File: config.mk
export PLATFORM = sky130hd
export DESIGN_NAME = bpsk_demodulator_flat
export DESIGN_NICKNAME = d
export VERILOG_FILES = /design/src/rtl/bpsk_pkg.sv /design/src/rtl/bpsk_demodulator_if.sv /design/src/rtl/bpsk_demodulator_integrator.sv /design/src/rtl/bpsk_demodulator.sv /design/src/flat_wrapper.sv
export SDC_FILE = /design/constraint.sdc
export NUM_CORES = 1
export LEC_CHECK = 0
export ABC_CLOCK_PERIOD_IN_PS = 2300
export CORE_ASPECT_RATIO = 1.75
export CORE_MARGIN = 2
export CORE_UTILIZATION = 35
export DETAILED_ROUTE_END_ITERATION = 7
export HOLD_SLACK_MARGIN = 0.1
export PLACE_DENSITY = 0.61
export SYNTH_ARGS = -nofsm -noshare
export SYNTH_HDL_FRONTEND = slang
export SYNTH_SLANG_ARGS = --single-unit
File: constraint.sdc
create_clock -name clk -period 2.3 [get_ports clk]
set_input_delay 0.46 -clock clk [delete_from_list [all_inputs] [get_ports clk]]
set_output_delay 0.46 -clock clk [all_outputs]
set_load 0.01 [all_outputs]
File: src/rtl/bpsk_pkg.sv
`default_nettype none
`timescale 1ns/1ps
// ============================================================================
// Module   : bpsk_pkg
// Purpose  : Constants shared by the BPSK modulator/demodulator pair:
//            frame geometry, FSM state encoding and symbol values.
// Revision : 1.0 - initial release
// ============================================================================
package bpsk_pkg;

  // Frame geometry, common to modulator and demodulator
  localparam int DATA_W      = 16;
  localparam int ON_LEN      = 60;
  localparam int OFF_LEN     = 10;
  localparam int GAP_TIMEOUT = 40;
  localparam int ACC_W       = 9;

  // Receiver FSM state encoding
  localparam logic [1:0] ST_IDLE = 2'd0;
  localparam logic [1:0] ST_ON   = 2'd1;
  localparam logic [1:0] ST_GAP  = 2'd2;

  // Channel symbol values (2-bit two's complement)
  typedef logic signed [1:0] sym_t;
  localparam sym_t SYM_POS  = 2'sb01;
  localparam sym_t SYM_NEG  = 2'sb11;
  localparam sym_t SYM_ZERO = 2'sb00;

endpackage
`default_nettype wire

File: src/rtl/bpsk_demodulator_if.sv
`default_nettype none
`timescale 1ns/1ps
// ============================================================================
// Module   : bpsk_demodulator_if
// Purpose  : Symbol-in / word-out bundle of the BPSK demodulator.
//            master = channel/controller side, slave = demodulator.
// Revision : 1.0 - initial release
// ============================================================================
interface bpsk_demodulator_if #(
  parameter int DATA_W = bpsk_pkg::DATA_W
);
  logic                    demod_en;
  logic signed [1:0]       symbol_in;
  logic [DATA_W-1:0]       data_out;
  logic                    data_valid;
  logic                    frame_err;
  logic                    busy;

  modport master (
    output demod_en, symbol_in,
    input  data_out, data_valid, frame_err, busy
  );

  modport slave (
    input  demod_en, symbol_in,
    output data_out, data_valid, frame_err, busy
  );
endinterface
`default_nettype wire

File: src/rtl/bpsk_demodulator_integrator.sv
`default_nettype none
`timescale 1ns/1ps
// ============================================================================
// Module   : bpsk_integrator
// Purpose  : Integrate-and-dump for one BPSK burst. Loads the first sample,
//            accumulates the rest, flags the edge that consumes sample ON_LEN
//            and gives the sign decision (negative sum -> 1) for that edge.
// Revision : 1.0 - initial release
// ============================================================================
module bpsk_integrator #(
  parameter int ON_LEN = bpsk_pkg::ON_LEN,
  parameter int ACC_W  = bpsk_pkg::ACC_W
) (
  input  wire logic              clk,
  input  wire logic              reset,     // asynchronous, active low
  input  wire logic              i_clear,
  input  wire logic              i_load,
  input  wire logic              i_acc_en,
  input  wire logic signed [1:0] i_sym,
  output logic                   o_done,
  output logic                   o_bit
);
  localparam int CNT_W = $clog2(ON_LEN + 1);

  logic signed [ACC_W-1:0] r_acc;
  logic [CNT_W-1:0]        r_cnt;
  logic signed [ACC_W-1:0] w_sym_ext;
  logic signed [ACC_W-1:0] w_acc_sum;

  // Sign-extend the sample and form the running sum including this sample
  always_comb begin
    w_sym_ext = {{(ACC_W-2){i_sym[1]}}, i_sym};
    w_acc_sum = r_acc + w_sym_ext;
    o_done    = i_acc_en && (r_cnt == CNT_W'(ON_LEN - 1));
    o_bit     = w_acc_sum[ACC_W-1];
  end

  // Accumulator and sample counter; dump (clear) once the window closes
  always_ff @(posedge clk or negedge reset) begin
    if (!reset) begin
      r_acc <= '0;
      r_cnt <= '0;
    end else if (i_clear) begin
      r_acc <= '0;
      r_cnt <= '0;
    end else if (i_load) begin
      r_acc <= w_sym_ext;
      r_cnt <= CNT_W'(1);
    end else if (i_acc_en) begin
      if (o_done) begin
        r_acc <= '0;
        r_cnt <= '0;
      end else begin
        r_acc <= w_acc_sum;
        r_cnt <= r_cnt + CNT_W'(1);
      end
    end
  end
endmodule
`default_nettype wire

File: src/rtl/bpsk_demodulator.sv
`default_nettype none
`timescale 1ns/1ps
// ============================================================================
// Module   : bpsk_demodulator
// Purpose  : BPSK receiver. Detects 60-sample bursts, integrates each one,
//            collects 16 decisions LSB first and strobes the recovered word.
//            Aborts a frame with frame_err if a gap lasts GAP_TIMEOUT zeros.
// Revision : 1.0 - initial release
// ============================================================================
module bpsk_demodulator #(
  parameter int DATA_W      = bpsk_pkg::DATA_W,
  parameter int ON_LEN      = bpsk_pkg::ON_LEN,
  parameter int GAP_TIMEOUT = bpsk_pkg::GAP_TIMEOUT,
  parameter int ACC_W       = bpsk_pkg::ACC_W
) (
  input  wire logic          clk,
  input  wire logic          reset,   // asynchronous, active low
  bpsk_demodulator_if.slave  bus
);
  import bpsk_pkg::*;

  localparam int BIDX_W = $clog2(DATA_W);
  localparam int GAP_W  = $clog2(GAP_TIMEOUT + 1);

  logic [1:0]        r_state;
  logic [1:0]        w_state_nxt;
  logic [BIDX_W-1:0] r_bit_idx;
  logic [GAP_W-1:0]  r_gap_cnt;
  logic [DATA_W-2:0] r_shift;
  logic [DATA_W-1:0] r_data_out;
  logic              r_valid;
  logic              r_err;
  logic              r_busy;

  logic w_sym_nz;
  logic w_last_bit;
  logic w_timeout;
  logic w_clear;
  logic w_load;
  logic w_acc_en;
  logic w_done;
  logic w_bit;

  assign bus.data_out   = r_data_out;
  assign bus.data_valid = r_valid;
  assign bus.frame_err  = r_err;
  assign bus.busy       = r_busy;

  // Integrator control: a non-zero sample in IDLE/GAP opens a new burst
  always_comb begin
    w_sym_nz   = (bus.symbol_in != SYM_ZERO);
    w_last_bit = (r_bit_idx == BIDX_W'(DATA_W - 1));
    w_timeout  = (r_gap_cnt == GAP_W'(GAP_TIMEOUT - 1));
    w_clear    = !bus.demod_en;
    w_load     = bus.demod_en && w_sym_nz && (r_state == ST_IDLE || r_state == ST_GAP);
    w_acc_en   = bus.demod_en && (r_state == ST_ON);
  end

  bpsk_integrator #(
    .ON_LEN (ON_LEN),
    .ACC_W  (ACC_W)
  ) u_integrator (
    .clk      (clk),
    .reset    (reset),
    .i_clear  (w_clear),
    .i_load   (w_load),
    .i_acc_en (w_acc_en),
    .i_sym    (bus.symbol_in),
    .o_done   (w_done),
    .o_bit    (w_bit)
  );

  // Next-state decode; a low demod_en overrides every other event
  always_comb begin
    w_state_nxt = r_state;
    if (!bus.demod_en) begin
      w_state_nxt = ST_IDLE;
    end else begin
      case (r_state)
        ST_IDLE: if (w_sym_nz) w_state_nxt = ST_ON;
        ST_ON:   if (w_done)   w_state_nxt = w_last_bit ? ST_IDLE : ST_GAP;
        ST_GAP: begin
          if (w_sym_nz)       w_state_nxt = ST_ON;
          else if (w_timeout) w_state_nxt = ST_IDLE;
        end
        default: w_state_nxt = ST_IDLE;
      endcase
    end
  end

  // State, bit collection, gap timer and output strobes
  always_ff @(posedge clk or negedge reset) begin
    if (!reset) begin
      r_state    <= ST_IDLE;
      r_bit_idx  <= '0;
      r_gap_cnt  <= '0;
      r_shift    <= '0;
      r_data_out <= '0;
      r_valid    <= 1'b0;
      r_err      <= 1'b0;
      r_busy     <= 1'b0;
    end else begin
      r_state <= w_state_nxt;
      r_busy  <= (w_state_nxt == ST_ON) || (w_state_nxt == ST_GAP);
      r_valid <= 1'b0;
      r_err   <= 1'b0;
      if (!bus.demod_en) begin
        r_bit_idx <= '0;
        r_gap_cnt <= '0;
        r_shift   <= '0;
      end else begin
        case (r_state)
          ST_IDLE: begin
            r_bit_idx <= '0;
            r_gap_cnt <= '0;
          end
          ST_ON: begin
            if (w_done) begin
              if (w_last_bit) begin
                // Bits enter the shift register at the top and walk down,
                // so bit 0 sits at index 0 when the last bit arrives.
                r_data_out <= {w_bit, r_shift};
                r_valid    <= 1'b1;
                r_shift    <= '0;
                r_bit_idx  <= '0;
              end else begin
                r_shift   <= {w_bit, r_shift[DATA_W-2:1]};
                r_bit_idx <= r_bit_idx + BIDX_W'(1);
                r_gap_cnt <= '0;
              end
            end
          end
          ST_GAP: begin
            if (w_sym_nz) begin
              r_gap_cnt <= '0;
            end else if (w_timeout) begin
              r_err     <= 1'b1;
              r_shift   <= '0;
              r_bit_idx <= '0;
              r_gap_cnt <= '0;
            end else begin
              r_gap_cnt <= r_gap_cnt + GAP_W'(1);
            end
          end
          default: begin
            r_bit_idx <= '0;
            r_gap_cnt <= '0;
            r_shift   <= '0;
          end
        endcase
      end
    end
  end
endmodule
`default_nettype wire

File: src/flat_wrapper.sv
// flat-port wrapper written by rule: the top's interface ports become plain ports
module bpsk_demodulator_flat import bpsk_pkg::*;
#(
  parameter int DATA_W      = bpsk_pkg::DATA_W,
  parameter int ON_LEN      = bpsk_pkg::ON_LEN,
  parameter int GAP_TIMEOUT = bpsk_pkg::GAP_TIMEOUT,
  parameter int ACC_W       = bpsk_pkg::ACC_W
)
  (clk, reset, bus_demod_en, bus_symbol_in, bus_data_out, bus_data_valid, bus_frame_err, bus_busy);
  bpsk_demodulator_if #(.DATA_W(DATA_W)) bus_i ();
  input  wire logic clk;
  input  wire logic reset;
  input wire logic [$bits(bus_i.demod_en)-1:0] bus_demod_en;
  input wire logic [$bits(bus_i.symbol_in)-1:0] bus_symbol_in;
  output wire logic [$bits(bus_i.data_out)-1:0] bus_data_out;
  output wire logic [$bits(bus_i.data_valid)-1:0] bus_data_valid;
  output wire logic [$bits(bus_i.frame_err)-1:0] bus_frame_err;
  output wire logic [$bits(bus_i.busy)-1:0] bus_busy;
  assign bus_i.demod_en = bus_demod_en;
  assign bus_i.symbol_in = bus_symbol_in;
  assign bus_data_out = bus_i.data_out;
  assign bus_data_valid = bus_i.data_valid;
  assign bus_frame_err = bus_i.frame_err;
  assign bus_busy = bus_i.busy;
  bpsk_demodulator #(.DATA_W(DATA_W), .ON_LEN(ON_LEN), .GAP_TIMEOUT(GAP_TIMEOUT), .ACC_W(ACC_W)) u_core (.clk(clk), .reset(reset), .bus(bus_i));
endmodule
==> results.py <==
metrics = {
    "floorplanning": {
        "die_area_mm2": 0.00946,
        "fp.coreArea_mm2": 0.00856,
        "die_w_um": 74.4,
        "rows": 45,
        "top_level_ports": 24,
        "start_util_pct": 35.5,
        "dieHeight_um": 127,
    },
    "yosys": {
        "synth.area.mux_share_pct": 6.31,
        "syn-instance-count": 261,
        "synth_top_flop_cell": "dfrtp_1",
        "synth-async-reset-ratio_pct": 100,
        "ys_seq_area_share_pct": 50.3,
        "avgSynthCellArea_um2": 11.6,
        "yosys_warnings": 0,
        "synthAdderAreaFrac_pct": 5.19,
        "synth-simple-area-share_pct": 14.3,
        "synthesis.nets": 278,
        "synth_compound_area_share_pct": 18.3,
        "yosys_register_bits": 61,
        "synth-edff-count": 0,
        "synth_top_family_by_area": "compound AO/OA/AOI/OAI gates",
        "synth_cell_types": 56,
        "synth-xor-area-share_pct": 3.34,
        "synth_area_mm2": 0.00304,
    },
    "critical_path": {
        "arrival_ns": 2.39,
        "endpoint_kind": "flop",
        "crit_buf_inv": 0,
        "required_ns": 2.51,
        "crit_type": "reg -> reg",
        "reg2reg_slack_ns": 0.12,
        "cp_slowest_stage_delay_ns": 0.39,
        "start_kind": "flop",
        "slowest_stage": "dfrtp_1",
        "crit_fanout": 2,
        "crit_family": "compound AO/OA/AOI/OAI gates",
        "path_cells": "ha_2, fa_2, a211o_1, a21boi_2, o21ba_2, xnor3_1, mux2_2",
    },
    "drt": {
        "route.met3.wl_um": 272,
        "wirelength_met1_um": 2710,
        "ant_nets": 0,
        "viasPerCell": 5.13,
        "wl_met2_um": 3350,
        "finalWirelength_um": 6490,
        "highest_layer": "met4",
        "vias": 2258,
        "drc_errors": 0,
        "drt_iter0_markers": 97,
        "wire_per_inst_um": 14.8,
        "firstDrtPassIters": 6,
    },
    "global_routing": {
        "gr-total-overflow": 0,
        "grt_first_pass_wirelength_um": 10900,
        "grt_usage_pct": 15.4,
        "antenna_found_initial": 0,
        "grt_max_degree": 43,
        "grt_pass1_vias": 2292,
    },
    "sta": {
        "tightest_slew_ns": 0.492,
        "rsz0062_at_grt": "no",
        "finalSetupViolCount": 0,
        "fin_worst_skew_ns": 0.00720,
        "period_needed_ns": 2.18,
        "holdWs_ns": 0.0902,
        "slew_violations": 0,
        "hold_viol": 0,
        "slew_headroom_pct": 67.2,
        "fmaxAchievable_mhz": 458,
        "timing.final.crit_share_pct": 94.9,
        "fin_setup_tns_ns": 0,
    },
    "cells_and_area": {
        "finalNetCount": 336,
        "fill_cells": 811,
        "regArea_mm2": 0.00153,
        "drive_gt1_share_pct": 22.9,
        "finalInstanceArea_mm2": 0.00393,
        "area_growth_pct": 29.4,
        "multi_input_area_mm2": 0.00145,
        "diodes": 0,
    },
    "clock_network": {
        "worstSkewPairLatency_ns": 0.33,
        "cts_sinks": 61,
        "cts-buffers-inserted": 9,
        "cts_hold_buf": 0,
        "post-cts-setup-buffers": 0,
        "cts_buffer_depth": 2,
        "cts-root-buf": "clkbuf_16",
        "cts_tree": "done",
        "clkTransAtPathRegs_ns": 0.05,
        "cts_max_level": 3,
    },
    "run": {
        "cap_violations": 0,
    },
    "power": {
        "p_leak_nw": 1.85,
        "powerDensity_mw_per_mm2": 779,
        "power_mw": 3.06,
        "vdd_drop_max_mv": 0.466,
    },
    "place": {
        "place_hpwl_um": 4790,
        "dpl_cell_area_mm2": 0.00363,
        "portBuffers": 23,
        "place_congestion": 0.845,
    },
    "hold_path": {
        "hold_path.class": "in -> async",
    },
    "run_status": {
        "status": "finished clean",
    },
}
==> stage by stage <==
stage               setup WS [ns]  cells  util (%)
floorplan                  0.0623    261         -
global placement           -0.397    425      42.4
detailed placement         -0.460    425      42.4
CTS                        0.0879    440      45.8
global route              0.00260    440      45.9
finish                      0.118    440      45.9
==> final timing paths <==
kind | start | to | cells after the start
min | reset | u_core.u_integrator.r_acc[7] | 1
max reg2reg | u_core.u_integrator.r_acc[0] | u_core.bus.data_out[15] | 7
min reg2reg | u_core.r_gap_cnt[5] | u_core.r_gap_cnt[5] | 1
min in group clk | u_core.r_gap_cnt[5] | u_core.r_gap_cnt[5] | 1
max | u_core.u_integrator.r_acc[0] | u_core.bus.data_out[15] | 7
max in group asynchronous | reset | u_core.r_bit_idx[1] | 2
==> cells in the final DEF, fill, tap and decap left out, types with 3 or more instances in the layout <==
| master | synthesis | routed |
|---|---|---|
| nand4_1 | 3 | 3 |
| dfrtp_1 | 61 | 61 |
| nand3_1 | 6 | 6 |
| nor2_1 | 11 | 11 |
| inv_1 | 3 | 3 |
| nor3_1 | 3 | 3 |
| mux2_2 | 10 | 10 |
| and2_1 | 3 | 3 |
| nand2_1 | 16 | 16 |
| o31ai_1 | 4 | 4 |
| nand3b_1 | 3 | 3 |
| a211o_1 | 3 | 3 |
| clkbuf_16 | 0 | 9 |
| a21oi_1 | 7 | 7 |
| clkdlybuf4s50_1 | 0 | 20 |
| xnor2_1 | 4 | 4 |
| ha_1 | 11 | 10 |
| and3_1 | 3 | 3 |
| a22o_1 | 15 | 15 |
| nor2b_1 | 5 | 5 |
| buf_4 | 2 | 32 |
| o21a_1 | 4 | 4 |
| xor2_1 | 5 | 5 |
| mux2_1 | 7 | 7 |
| a221o_1 | 6 | 6 |
| o21ai_0 | 20 | 20 |
==> routing by layer <==
metal  vias up  track usage [%]
li1       1096                -
met1      1110             17.8
met2        39             25.1
met3        13             5.44
met4         0             6.62
met5         -                0
==> flip-flops by register name, summed over array words and instances, names as in the netlist, 2 cells and up <==
name,flops
u_core.r_gap_cnt,6
u_core.u_integrator.r_cnt,6
u_core.r_bit_idx,4
u_core.r_shift,15
u_core.u_integrator.r_acc,9
u_core.r_state,2
u_core.bus.data_out,16
==> Yosys cell counts, drive strengths merged (2+ instances only) <==
cell type	instances	area share [%]
nor2b	5	1.0
o21a	4	0.99
xor2	5	1.4
nand2	18	2.4
nand4	4	1.3
buf	7	1.5
and3	3	0.62
nor2	14	2.6
nand3	6	0.99
ha	11	4.5
o21bai	2	0.49
nand3b	3	0.74
a21o	2	0.49
dfrtp	61	50
xnor2	4	1.2
a211o	3	0.87
or3	2	0.41
nand2b	2	0.41
a22o	15	4.3
a221o	6	2.0
o21ai	22	3.6
inv	3	0.37
nor3b	2	0.49
and2	3	0.62
clkbuf	3	0.37
a21oi	7	1.2
nor3	6	1.9
mux2	17	6.3
a31oi	2	0.41
o31ai	4	0.99
a211oi	2	0.66
==> what timing repair did <==
item | 4_1_cts | 5_1_grt
resized for setup | 4 | 1
pin swaps | 4 | 0
setup endpoints to repair | 4 | 1
endpoints found under the hold margin | 0 | 0
==> layout make-up <==
cell class / instances / share of cell area [%]
Sequential cell: 61 / 38.9
Multi-Input combinational cell: 187 / 36.9
Timing Repair Buffer: 57 / 12.8
Clock buffer: 11 / 6.18
Tap cell: 117 / 3.73
Clock inverter: 4 / 1.24
Inverter: 3 / 0.287
==> cell families (layout without fill, tap and decap cells) <==
group,Yosys count,in the layout
buffers and inverters,13,75
flip-flops,61,61
multiplexers,17,17
adder cells (fa/ha/maj),12,12
XOR/XNOR,10,10
AND/OR/NAND/NOR,71,71
AO/OA/AOI/OAI,77,77
==> power by group <==
part,internal [mW],total [mW],leakage (nW),switching [mW]
logic,0.303,0.572,0.873,0.269
clock network,0.858,1.31,0.145,0.448
registers,1.13,1.18,0.835,0.0519
total,2.29,3.06,1.85,0.769
Note: power is estimated with default switching activity, not from simulation.
